<file path="src/rtl/exec_unit_pkg.sv">
// Shared definitions for the TD4-style execute stage: opcode values, datapath
// width, immediate field position and the opcode decoder used by exec_unit.
package exec_unit_pkg;

  localparam int DW     = 4;
  localparam int IM_LSB = 0;
  localparam int IM_MSB = 3;

  typedef enum logic [3:0] {
    OP_ADD_A  = 4'b0000,
    OP_MOV_AB = 4'b0001,
    OP_IN_A   = 4'b0010,
    OP_MOV_AI = 4'b0011,
    OP_MOV_BA = 4'b0100,
    OP_ADD_B  = 4'b0101,
    OP_IN_B   = 4'b0110,
    OP_MOV_BI = 4'b0111,
    OP_OUT_B  = 4'b1001,
    OP_OUT_I  = 4'b1011,
    OP_JNC    = 4'b1110,
    OP_JMP    = 4'b1111
  } opcode_t;

  typedef enum logic [1:0] {
    SRC_A    = 2'd0,
    SRC_B    = 2'd1,
    SRC_IN   = 2'd2,
    SRC_ZERO = 2'd3
  } src_t;

  typedef struct packed {
    logic wr_a;
    logic wr_b;
    logic wr_out;
    logic use_imm;
    logic carry_en;
    src_t src;
  } ctrl_t;

  // Every instruction is "dest <= src + (use_imm ? Im : 0)"; only ADDs keep cout.
  function automatic ctrl_t decode(input logic [3:0] op);
    ctrl_t c;
    c = '{wr_a: 1'b0, wr_b: 1'b0, wr_out: 1'b0, use_imm: 1'b0,
          carry_en: 1'b0, src: SRC_ZERO};
    case (op)
      OP_ADD_A:  begin c.wr_a = 1'b1;   c.src = SRC_A;    c.use_imm = 1'b1; c.carry_en = 1'b1; end
      OP_MOV_AB: begin c.wr_a = 1'b1;   c.src = SRC_B;    end
      OP_IN_A:   begin c.wr_a = 1'b1;   c.src = SRC_IN;   end
      OP_MOV_AI: begin c.wr_a = 1'b1;   c.src = SRC_ZERO; c.use_imm = 1'b1; end
      OP_MOV_BA: begin c.wr_b = 1'b1;   c.src = SRC_A;    end
      OP_ADD_B:  begin c.wr_b = 1'b1;   c.src = SRC_B;    c.use_imm = 1'b1; c.carry_en = 1'b1; end
      OP_IN_B:   begin c.wr_b = 1'b1;   c.src = SRC_IN;   end
      OP_MOV_BI: begin c.wr_b = 1'b1;   c.src = SRC_ZERO; c.use_imm = 1'b1; end
      OP_OUT_B:  begin c.wr_out = 1'b1; c.src = SRC_B;    end
      OP_OUT_I:  begin c.wr_out = 1'b1; c.src = SRC_ZERO; c.use_imm = 1'b1; end
      default:   ;
    endcase
    return c;
  endfunction

endpackage

</file>
<file path="src/rtl/exec_unit_if.sv">
// Fetch <-> execute link: instruction word forward, jump request/target back.
interface exec_unit_if;
  import exec_unit_pkg::*;

  logic [7:0]    inst;
  logic          isjump;
  logic [DW-1:0] jumpadrs;

  modport master (output inst, input isjump, input jumpadrs);
  modport slave  (input inst, output isjump, output jumpadrs);

endinterface

</file>
<file path="src/rtl/exec_unit_alu4.sv">
// Combinational 4-bit adder producing the destination value and carry-out.
module alu4
  import exec_unit_pkg::*;
(
  input  logic [DW-1:0] src,
  input  logic [DW-1:0] imm,
  output logic [DW-1:0] sum,
  output logic          cout
);

  assign {cout, sum} = {1'b0, src} + {1'b0, imm};

endmodule

</file>
<file path="src/rtl/exec_unit.sv">
// Execute stage of the TD4-style CPU: decodes the fetched instruction, updates
// A/B/out_port/carry each cycle and returns the jump request to fetch.
module exec_unit
  import exec_unit_pkg::*;
#(
  parameter int DW = exec_unit_pkg::DW
) (
  input  logic          clk,
  input  logic          rst,
  exec_unit_if.slave    bus,
  input  logic [DW-1:0] in_port,
  output logic [DW-1:0] out_port,
  output logic [DW-1:0] reg_a,
  output logic [DW-1:0] reg_b,
  output logic          carry
);

  logic [3:0]    opcode;
  logic [DW-1:0] im;
  ctrl_t         ctrl;
  logic [DW-1:0] src_val;
  logic [DW-1:0] addend;
  logic [DW-1:0] sum;
  logic          cout;

  assign opcode = bus.inst[7:4];
  assign im     = bus.inst[IM_MSB:IM_LSB];
  assign ctrl   = decode(opcode);

  always_comb begin
    src_val = '0;
    case (ctrl.src)
      SRC_A:    src_val = reg_a;
      SRC_B:    src_val = reg_b;
      SRC_IN:   src_val = in_port;
      SRC_ZERO: src_val = '0;
      default:  src_val = '0;
    endcase
  end

  assign addend = ctrl.use_imm ? im : '0;

  alu4 u_alu (
    .src  (src_val),
    .imm  (addend),
    .sum  (sum),
    .cout (cout)
  );

  // JNC looks at the carry left by the previous instruction only.
  assign bus.isjump   = (opcode == OP_JMP) || ((opcode == OP_JNC) && !carry);
  assign bus.jumpadrs = im;

  always_ff @(posedge clk) begin
    if (rst) begin
      reg_a    <= '0;
      reg_b    <= '0;
      out_port <= '0;
      carry    <= 1'b0;
    end else begin
      if (ctrl.wr_a)   reg_a    <= sum;
      if (ctrl.wr_b)   reg_b    <= sum;
      if (ctrl.wr_out) out_port <= sum;
      carry <= ctrl.carry_en & cout;
    end
  end

endmodule

</file>
<file path="src/flat_wrapper.sv">
// flat-port wrapper written by rule: the top's interface ports become plain ports
module exec_unit_flat import exec_unit_pkg::*;
#(
  parameter int DW = exec_unit_pkg::DW
)
  (clk, rst, in_port, out_port, reg_a, reg_b, carry, bus_inst, bus_isjump, bus_jumpadrs);
  exec_unit_if bus_i ();
  input  logic clk;
  input  logic rst;
  input  logic [DW-1:0] in_port;
  output logic [DW-1:0] out_port;
  output logic [DW-1:0] reg_a;
  output logic [DW-1:0] reg_b;
  output logic carry;
  input wire logic [$bits(bus_i.inst)-1:0] bus_inst;
  output wire logic [$bits(bus_i.isjump)-1:0] bus_isjump;
  output wire logic [$bits(bus_i.jumpadrs)-1:0] bus_jumpadrs;
  assign bus_i.inst = bus_inst;
  assign bus_isjump = bus_i.isjump;
  assign bus_jumpadrs = bus_i.jumpadrs;
  exec_unit #(.DW(DW)) u_core (.clk(clk), .rst(rst), .bus(bus_i), .in_port(in_port), .out_port(out_port), .reg_a(reg_a), .reg_b(reg_b), .carry(carry));
endmodule
</file>
<file path="config.mk">
export PLATFORM = sky130hd
export DESIGN_NAME = exec_unit_flat
export DESIGN_NICKNAME = d
export VERILOG_FILES = /design/src/rtl/exec_unit_pkg.sv /design/src/rtl/exec_unit_if.sv /design/src/rtl/exec_unit_alu4.sv /design/src/rtl/exec_unit.sv /design/src/flat_wrapper.sv
export SDC_FILE = /design/constraint.sdc
export NUM_CORES = 1
export LEC_CHECK = 0
export CORE_MARGIN = 4
export CORE_UTILIZATION = 43
export DETAILED_ROUTE_END_ITERATION = 6
export GPL_ROUTABILITY_DRIVEN = 0
export PLACE_DENSITY = 0.79
export SLEW_MARGIN = 20
export SYNTH_ARGS = -nofsm -noshare
export SYNTH_HDL_FRONTEND = slang
export SYNTH_SLANG_ARGS = --single-unit
</file>
<file path="constraint.sdc">
create_clock -name clk -period 3.1 [get_ports clk]
set_input_delay 0.62 -clock clk [delete_from_list [all_inputs] [get_ports clk]]
set_output_delay 0.62 -clock clk [all_outputs]
set_load 0.03 [all_outputs]
</file>
Word level (Yosys, flattened, before mapping)
Cells that the tools add are included.
- register bits: 13
- bits in latches: 0
- bits in writable memories: 0
- ROM bits: 0
- memories kept: 0
- add/sub/neg operators: 1
- $mul: 0
- divide/modulo/power cells: 0
- $lt $le $gt $ge: 0
- eq/ne operators: 14
- shift-type cells: 0
- mux-type cells: 8
- bitwise operators: 1
- reduce and logical (&&, ||, !) cells: 13
- operators by type and width (kind ; count):
    equality test 4 x 3 -> 1 bit (second input constant) ; 4
    equality test 4 bit (second input constant) ; 4
    case mux 4 bit (4 select lines) ; 1
    equality test 4 x 2 -> 1 bit (second input constant) ; 2
    OR reduction 2 bit ; 4
    OR reduction 4 bit ; 2
    case mux 2 bit (3 select lines) ; 1
    adder 4 x 4 -> 5 bit ; 1
    two-way mux 1 bit ; 5
    OR reduction 5 bit ; 1
    equality test 2 bit (second input constant) ; 2
    equality test 4 x 1 -> 1 bit (second input constant) ; 1
    zero test 4 bit ; 1
    two-way mux 4 bit ; 1
    OR reduction 3 bit ; 1
    equality test 2 x 1 -> 1 bit (second input constant) ; 1
    zero test 2 bit ; 1
    AND 1 bit ; 1
    logical AND 1 bit ; 1
    zero test 1 bit ; 1
    logical OR 1 bit ; 1

Logic depth before layout (Yosys ltp)
Gate-level depths: netlist of run 1.
- depth after elaboration: 7
- gate-level depth with buffers: 10
- gate-level depth less buffers: 8

Hierarchy
A second synthesis of run 1 with hierarchy kept.
- cells, all modules: 103
- area, all modules: 858.3 um^2
- by module, submodules not included (module ; times used ; cells an instance ; area each (um^2) ; seq. area each (um^2)):
    exec_unit ; 1 ; 87 ; 721.9 ; 260.2
    alu4 ; 1 ; 16 ; 136.4 ; 0.0

Least setup slack after synthesis of run 1
OpenSTA, ideal clock, no wires.
- path type: input to register
- from: in bus_inst[4]
- to: reg u_core.reg_a[3]
- arrival time: 2335 ps
- path slack: 643 ps
- cell stages on the path: 8
- buffers on the path: 1
- path through: buf_6 or3_4 a21o_1 a21boi_1 ha_1 a21oi_1 nand2_1 a311o_1
- word-level cells in the longest chain between the ends: 6
- ends and longest elaborated chain (element ; line ; text):
    start, declared ; flat_wrapper.sv:15 ; input wire logic [$bits(bus_i.inst)-1:0] bus_inst;
    equality test 4 x 1 -> 1 bit (tied with other cells) ; exec_unit_pkg.sv:45 ; case (op)
    OR reduction 3 bit (no line) / OR reduction 2 bit (equally long branches) ; n/a ;
    case mux 2 bit (3 select lines) ; exec_unit_pkg.sv:45 ;
    equality test 2 bit (tied with other cells) ; exec_unit.sv:32 ; case (ctrl.src)
    case mux 4 bit (4 select lines) ; exec_unit.sv:32 ;
    adder 4 x 4 -> 5 bit ; exec_unit_alu4.sv:11 ; assign {cout, sum} = {1'b0, src} + {1'b0, imm};
    end signal, assigned ; exec_unit.sv:61 ; if (ctrl.wr_a) reg_a <= sum;
    end, declared ; exec_unit.sv:13 ; output logic [DW-1:0] reg_a,
Parallel ways exist; a longest one is shown, timed or not.
A chain may end at the register's enable or synchronous reset.

Worst setup path in the final report of run 1
- from: in bus_inst[4]
- to: out bus_isjump
- word-level cells in the longest chain between the ends: 3
- ends and longest elaborated chain (element ; line ; text):
    equality test 4 bit ; exec_unit.sv:51 ; assign bus.isjump = (opcode == OP_JMP) || ((opcode == OP_JNC) && !carry);
    logical AND 1 bit ; exec_unit.sv:51 ;
    logical OR 1 bit (*) ; exec_unit.sv:51 ;
    end, declared ; flat_wrapper.sv:16 ; output wire logic [$bits(bus_i.isjump)-1:0] bus_isjump;
Mark *: on every way between the ends. The rest lies on a longest branch, timed or not.

==> results.txt, run 1 <==
The flow ran to the end, and the final reports show no timing, DRC or antenna violations. After detailed placement, the design holds a cell count of 153. For this design the static power due to leakage is 0.461 nW. The logs give 0 for the initial antenna violation count and 0 for the count of final setup violators. The post-synthesis sequential element count was 13; the average vias per placed instance was 5.32. The tools report the final number of max-transition violations as 0.

In the post-synthesis netlist, the cell with the most instances is nor2_1. The layout has 159 filler cells. The logs give 16 for the violation count after the first detailed-route iteration and 3.82 mm for the wire length of the first global-routing pass. Of the cells placed in the final design, the portion with a size suffix greater than 1 is 6.06%. The setup slack of the worst register-to-register path is 1.36 ns, and the count of flip-flops with a built-in enable after synthesis is 0. The tools report the sequential share of the synthesized area as 31.0%. The y dimension of the die is 52.2 µm. Transition time of the tightest slew-check pin: 0.513 ns. The class of the worst hold path was register to register.

The number of buffers inserted by post-CTS setup repair was 0. The share of the clock period used by the worst path after layout came out at 92.6%. The pre-antenna-repair detailed-routing pass consisted of 4 iterations. Entering global routing, the biggest net connects 16 pins. By count the netlist is led by nor2_1 (14), dfxtp_1 (13), a21oi_1 (8), nand2_1 (8), o21ai_0 (6). The total number of clock tree sinks was 13; the headroom to the max-slew limit was 65.7%. For the row count, the log shows 15. Data on the critical path arrives at its endpoint at 2.25 ns.

Yosys mapped the design onto 33 distinct sky130hd cell types. The detail route stage leaves a number of antenna-violating nets equal to 0. The mean instance size in the synthesized netlist came out at 8.14 µm².

The via count of the first global-routing pass was 837. The total number of vias came out at 835. Synthesis-to-layout area growth: 39.4%.

TritonCTS created 3 clock buffers. The tools report the post-route cell area as 1170 µm². The maximum clock rate was 348 MHz. Horizontal die dimension: 52.2 µm.

Yosys attributes the largest share of cell area to dfxtp_1 (31%), nor2_1 (6.3%), ha_1 (6.0%), a21oi_1 (4.8%), mux2i_1 (4.8%). Counting along the longest clock path gives a buffer depth of 2. The tree is rooted in a clkbuf_4. For this configuration, the core starts out at a cell density of 47.0%. After detailed routing, the average wire length per cell comes to 14.2 µm. The global-route usage over all layers is 19.5%, and the number of buffers inserted by port buffering is 31. For this run, asynchronously set or reset flops after synthesis account for 0%.

Storage element area: 260 µm². The critical path startpoint category was a primary input. For this block, the routed nets add up to 2.23 mm of wire. Before CTS, the worst setup slack after placement is 0.0533 ns. The max-cap violation count came out at 0.

Across the VDD grid, the largest voltage drop is 0.221 mV. Critical path endpoint category: an output port. The die covers 2720 µm².

The later-pin clock latency in the skew report was 0.28 ns; the number of resized instances in the post-cts repair step was 0. Setup repair after global routing left no endpoint under its margin. Detailed placement ended at an HPWL of 1.69 mm. Data on the critical path is required at its endpoint by 2.48 ns.

Buffers inserted to repair hold after CTS numbered 0. On the final layout, the worst clock skew is 0.00353 ns. The run gives 157 as the non-filler instance count after layout.

Counting every net in the synthesized netlist gives 122. Most common flop cell mapped by yosys: dfxtp_1. Once placement finished, the instance area stood at 1140 µm².

In this run the worst path has a maximum fanout of 8. The worst path meets setup with 0.229 ns of slack. The Yosys step of the flow raised 0 warnings. For this design the top-level I/O count stands at 32. For the accumulated negative setup slack, the log shows 0 ns. The number of hold violations in the final report is 0, and the netlist area before placement is 838 µm². For this run the aggregate overflow at the end of global routing stands at 0. The area share of the largest cell type after synthesis was 31.0%. The number of design rule violations left after detail routing is 0. TritonCTS built the clock tree. The worst path needs 2.87 ns of the cycle, external delays included. For the number of nets in the finished design, the log shows 152. The area taken by multi-input logic gates was 514 µm²; the number of H-tree levels was 1.

The run gives 103 as the gate count after technology mapping. The power density of the placed cells came out at 352 nW/µm². After clock tree synthesis, the clock-pin slew on the worst setup and hold paths is 0.08 ns.

Of all cell types, the one taking the most synthesized area is dfxtp_1. The total area inside the core boundary comes to 1780 µm². Overall power consumption after layout is estimated at 0.411 mW. The worst setup path is of the primary input to output port kind.

The tools report the number of antenna cells inserted as 0.
[registers in the layout, indices dropped and copies added (netlist names)]
| register | cells |
|---|---|
| u_core.out_port | 4 |
| u_core.reg_a | 4 |
| u_core.reg_b | 4 |
| u_core.carry | 1 |
[per-layer routing]
metal  GRT usage, %  vias to the layer above  wire (µm)
met2           31.6                       22       1050
met3           4.87                        5        125
met1           23.7                      386       1010
met5              0                        -          0
met4           10.2                        0         47
li1               -                      422          -
[cells by family (layout without fill, tap and decap cells)]
family	count (synthesis)	count (layout)	share of synthesized area, %
AOI/OAI and AO/OA	26	26	19.7
xor gates and xnor gates	2	2	2.09
adders and majority gates	5	5	8.36
buffers and inverters	10	39	7.61
DFF	13	13	31.0
muxes	4	4	4.78
and+or+nand+nor	43	43	26.4
[cells in the final DEF (no fill, tap or decap), types with 2 or more instances in the layout]
cell type	count
clkdlybuf4s50_1	31
nor2_1	14
dfxtp_1	13
nand2_1	8
a21oi_1	8
o21ai_0	6
nand3_1	5
a21boi_1	4
mux2i_1	4
ha_1	4
a211oi_1	3
clkbuf_4	3
buf_4	3
nor2b_1	2
a21o_1	2
and2b_1	2
nand2b_1	2
nand4_1	2
o221ai_1	2
[power by group]
part	internal [mW]	switching [mW]	leakage, nW
registers	0.174	0.00548	0.106
clock network	0.0501	0.0594	0.0150
logic	0.0562	0.0657	0.340
total	0.281	0.131	0.461
[path summary, 6_finish.rpt]
kind	startpoint	end	depth (start not counted)
setup reg to reg	u_core.reg_b[2]$_SDFFE_PP0P_	u_core.reg_a[3]$_SDFFE_PP0P_	6
setup / recovery	bus_inst[4]	bus_isjump	4
hold / removal	u_core.out_port[1]$_SDFFE_PP0P_	u_core.out_port[1]$_SDFFE_PP0P_	2
hold reg to reg	u_core.out_port[1]$_SDFFE_PP0P_	u_core.out_port[1]$_SDFFE_PP0P_	2
[stage by stage]
| step | hold slack (ns) | utilization (%) |
|---|---|---|
| after floorplan | 0.618 | - |
| after global placement | 0.475 | 64.1 |
| after detailed placement | 0.483 | 64.1 |
| after CTS | 0.505 | 65.5 |
| after global routing | 0.545 | 65.5 |
| final | 0.500 | 65.5 |
[cell type report]
| cell class | count | share of cell area, % |
|---|---|---|
| Inverter | 1 | 0.321 |
| Multi-Input combinational cell | 80 | 44.0 |
| Tap cell | 25 | 2.68 |
| Clock buffer | 4 | 2.25 |
| Sequential cell | 13 | 22.3 |
| Timing Repair Buffer | 34 | 28.5 |
[worst max-delay path, stage by stage]
cell	delay [ns]
clkdlybuf4s50_1	0.60
and2b_1	0.22
nor3_1	0.12
clkdlybuf4s50_1	0.69
(Power assumes the default switching activity.)
==> run 2, diff against run 1 <==
CAP_MARGIN = 5   (was default)
CORE_MARGIN = 2   (was 4)
CTS_CLUSTER_SIZE = 24   (was default)
==> run 2 against run 1 <==
Routed wire length decreased by 5.8%. Combinational power about the same. Clock power about the same. Worst hold slack improved by 0.0035 ns. Clock skew increased by 0.0040 ns. Largest power group unchanged. Register-to-register slack improved by 0.06 ns.
==> results.txt, run 2 (synthesized netlist as in run 1, its figures left out) <==
The worst IR drop on VDD was 0.197 mV (-11%); the count of final setup violators was 0 (unchanged). The logs give 2.26 ns (about the same) for the critical path arrival and 2320 µm² (-15%) for the total die area. The library cells used most frequently in the layout, excluding fill and tap cells, are clkdlybuf4s50_1 (31), nor2_1 (14), dfxtp_1 (13). The tools report the total number of vias as 817 (-2.2%).

The worst hold slack was 0.503 ns (+0.00349 ns); the total CTS buffers was 3 (unchanged). The worst hold path belongs to the class register to register. Critical path startpoint category: a primary input. The run gives 4 (unchanged) as the detailed-router iteration count before antenna repair. The run finished with clean final reports. The average vias per placed instance was 5.20 (-2.2%); the total congestion overflow after global routing was 0 (unchanged). The y dimension of the die came out at 48.2 µm (-7.7%). The critical path in this run is classified as primary input to output port. The via count of the first global-routing pass is 744 (-11%), and the pin count of the biggest net entering global routing is 16 (unchanged). The number of resized instances in the post-cts repair step is 0 (unchanged), and the share of cells above drive strength 1 is 6.06% (unchanged). Number of top-level pins: 32 (unchanged). The worst hold path begins at u_core.reg_a[0]$_SDFFE_PP0P_. The logs give 0 (unchanged) for the initial antenna violation count and 0 (unchanged) for the count of hold-fix buffers inserted at cts. The total number of clock tree sinks is 13 (unchanged), and the horizontal die dimension is 48.2 µm (-7.7%).

The logs give 0 (unchanged) for the number of hold violations in the final report and 65.1% (-0.60 points) for the headroom to the max-slew limit. The run gives 0 (unchanged) as the number of antenna-violating nets in the routed design. The required time at the worst-slack endpoint came out at 2.48 ns (about the same).

The number of nets in the finished design is 152 (unchanged). Clock root buffer master: clkbuf_4. The routed wire length per instance was 13.4 µm (-5.8%); the power density of the placed cells was 350 nW/µm² (-0.65%). The final core area utilization is 65.5% (unchanged), and the max-cap violation count is 0 (unchanged). The run gives 0.00749 ns (+0.00396 ns) as the final setup skew. The number of buffers inserted by post-CTS setup repair came out at 0 (unchanged). The tools report the standby leakage power as 0.461 nW (unchanged). The library cell used most frequently in the layout, excluding fill and tap cells, is clkdlybuf4s50_1.

Setup repair after global routing left no endpoint under its margin. TritonCTS built the clock tree. The tools report the violation count after the first detailed-route iteration as 13 (-3). The row count is 15 (unchanged).

For the number of design rule violations left after detail routing, the log shows 0 (unchanged). The logs give 1.64 mm (-3.1%) for the placed wire-length estimate after detailed placement and 20.6% (+1.1 points) for the global-route usage over all layers. The tools report the final number of max-transition violations as 0 (unchanged).

In this run the worst setup path begins at bus_inst[4]. The transition time of the tightest slew-check pin was 0.522 ns (+0.00900 ns). The synthesis-to-layout area growth came out at 39.4% (unchanged).

The post-route minimum period came out at 2.88 ns (+0.00777 ns). The critical path endpoint category is an output port. The buffer levels on the longest clock path is 2 (unchanged), and the accumulated negative setup slack is 0 ns (unchanged). The clock-pin slew reported for the worst setup and hold paths after clock tree synthesis is 0.07 ns (about the same), and the setup slack of the worst register-to-register path is 1.42 ns (+0.06 ns).

The worst register-to-register path begins at u_core.reg_b[2]$_SDFFE_PP0P_. The tools report the wire length of the first global-routing pass as 3.23 mm (-16%). The share of the clock period used by the worst path after layout is 92.9% (+0.25 points), and the number of antenna cells inserted is 0 (unchanged). The total length of routed wires was 2.10 mm (-5.8%). Number of buffers inserted by port buffering: 31 (unchanged). In the final layout, the registers with the most flip-flops are u_core.out_port x4, u_core.reg_a x4, u_core.reg_b x4.

For the area of the core, the log shows 1780 µm² (unchanged). The maximum clock rate came out at 347 MHz (-0.27%). For the starting density of the core, the log shows 47.0% (unchanged). The later-pin clock latency in the skew report is 0.28 ns (about the same), and the highest net fanout along the worst path is 8 (unchanged).

The run gives 1 (unchanged) as the number of H-tree levels.
==> run 2: cell counts in the layout (fill, tap and decap cells not counted) <==
Identical to the previous run, type by type.
==> run 2: report_power, final <==
group	internal (mW)	switching, mW	total, mW
Combinational	0.0561	0.0651	0.121
Sequential	0.174	0.00538	0.180
Clock	0.0500	0.0577	0.108
Total	0.280	0.128	0.409
==> run 2: worst max-delay path, cell delays in order <==
cell	delay (ns)
clkdlybuf4s50_1	0.60
and2b_1	0.22
nor3_1	0.12
clkdlybuf4s50_1	0.69
==> run 2: layout make-up <==
cell class | instances | area [µm²]
Sequential cell | 13 | 260
Multi-Input combinational cell | 80 | 514
Tap cell | 25 | 31.3
Inverter | 1 | 3.75
Timing Repair Buffer | 34 | 333
Clock buffer | 4 | 26.3
Fill cell | 155 | 614
==> run 2: path summary, 6_finish.rpt <==
path	end	cells past startpoint
setup / recovery	bus_isjump	4
hold / removal	u_core.reg_a[0]$_SDFFE_PP0P_	2
setup reg to reg	u_core.reg_a[3]$_SDFFE_PP0P_	6
hold reg to reg	u_core.reg_a[0]$_SDFFE_PP0P_	2
==> run 2: metal layers <==
metal  share of wire, %  GRT usage [%]
met1                 45           24.3
met2                 48           35.3
met5                  0              0
met3                4.2           4.44
met4                2.0           9.73
==> run 2: through the flow <==
step | total power, mW | cell area [µm²] | instances | setup slack, ns
finish | 0.409 | 1170 | 157 | 0.222
global route | 0.436 | 1170 | 157 | 0.134
CTS | 0.413 | 1170 | 157 | 0.225
detailed placement | 0.304 | 1140 | 153 | 0.0308
global placement | 0.303 | 1140 | 153 | 0.118
floorplan | 0.257 | 838 | 103 | 0.643
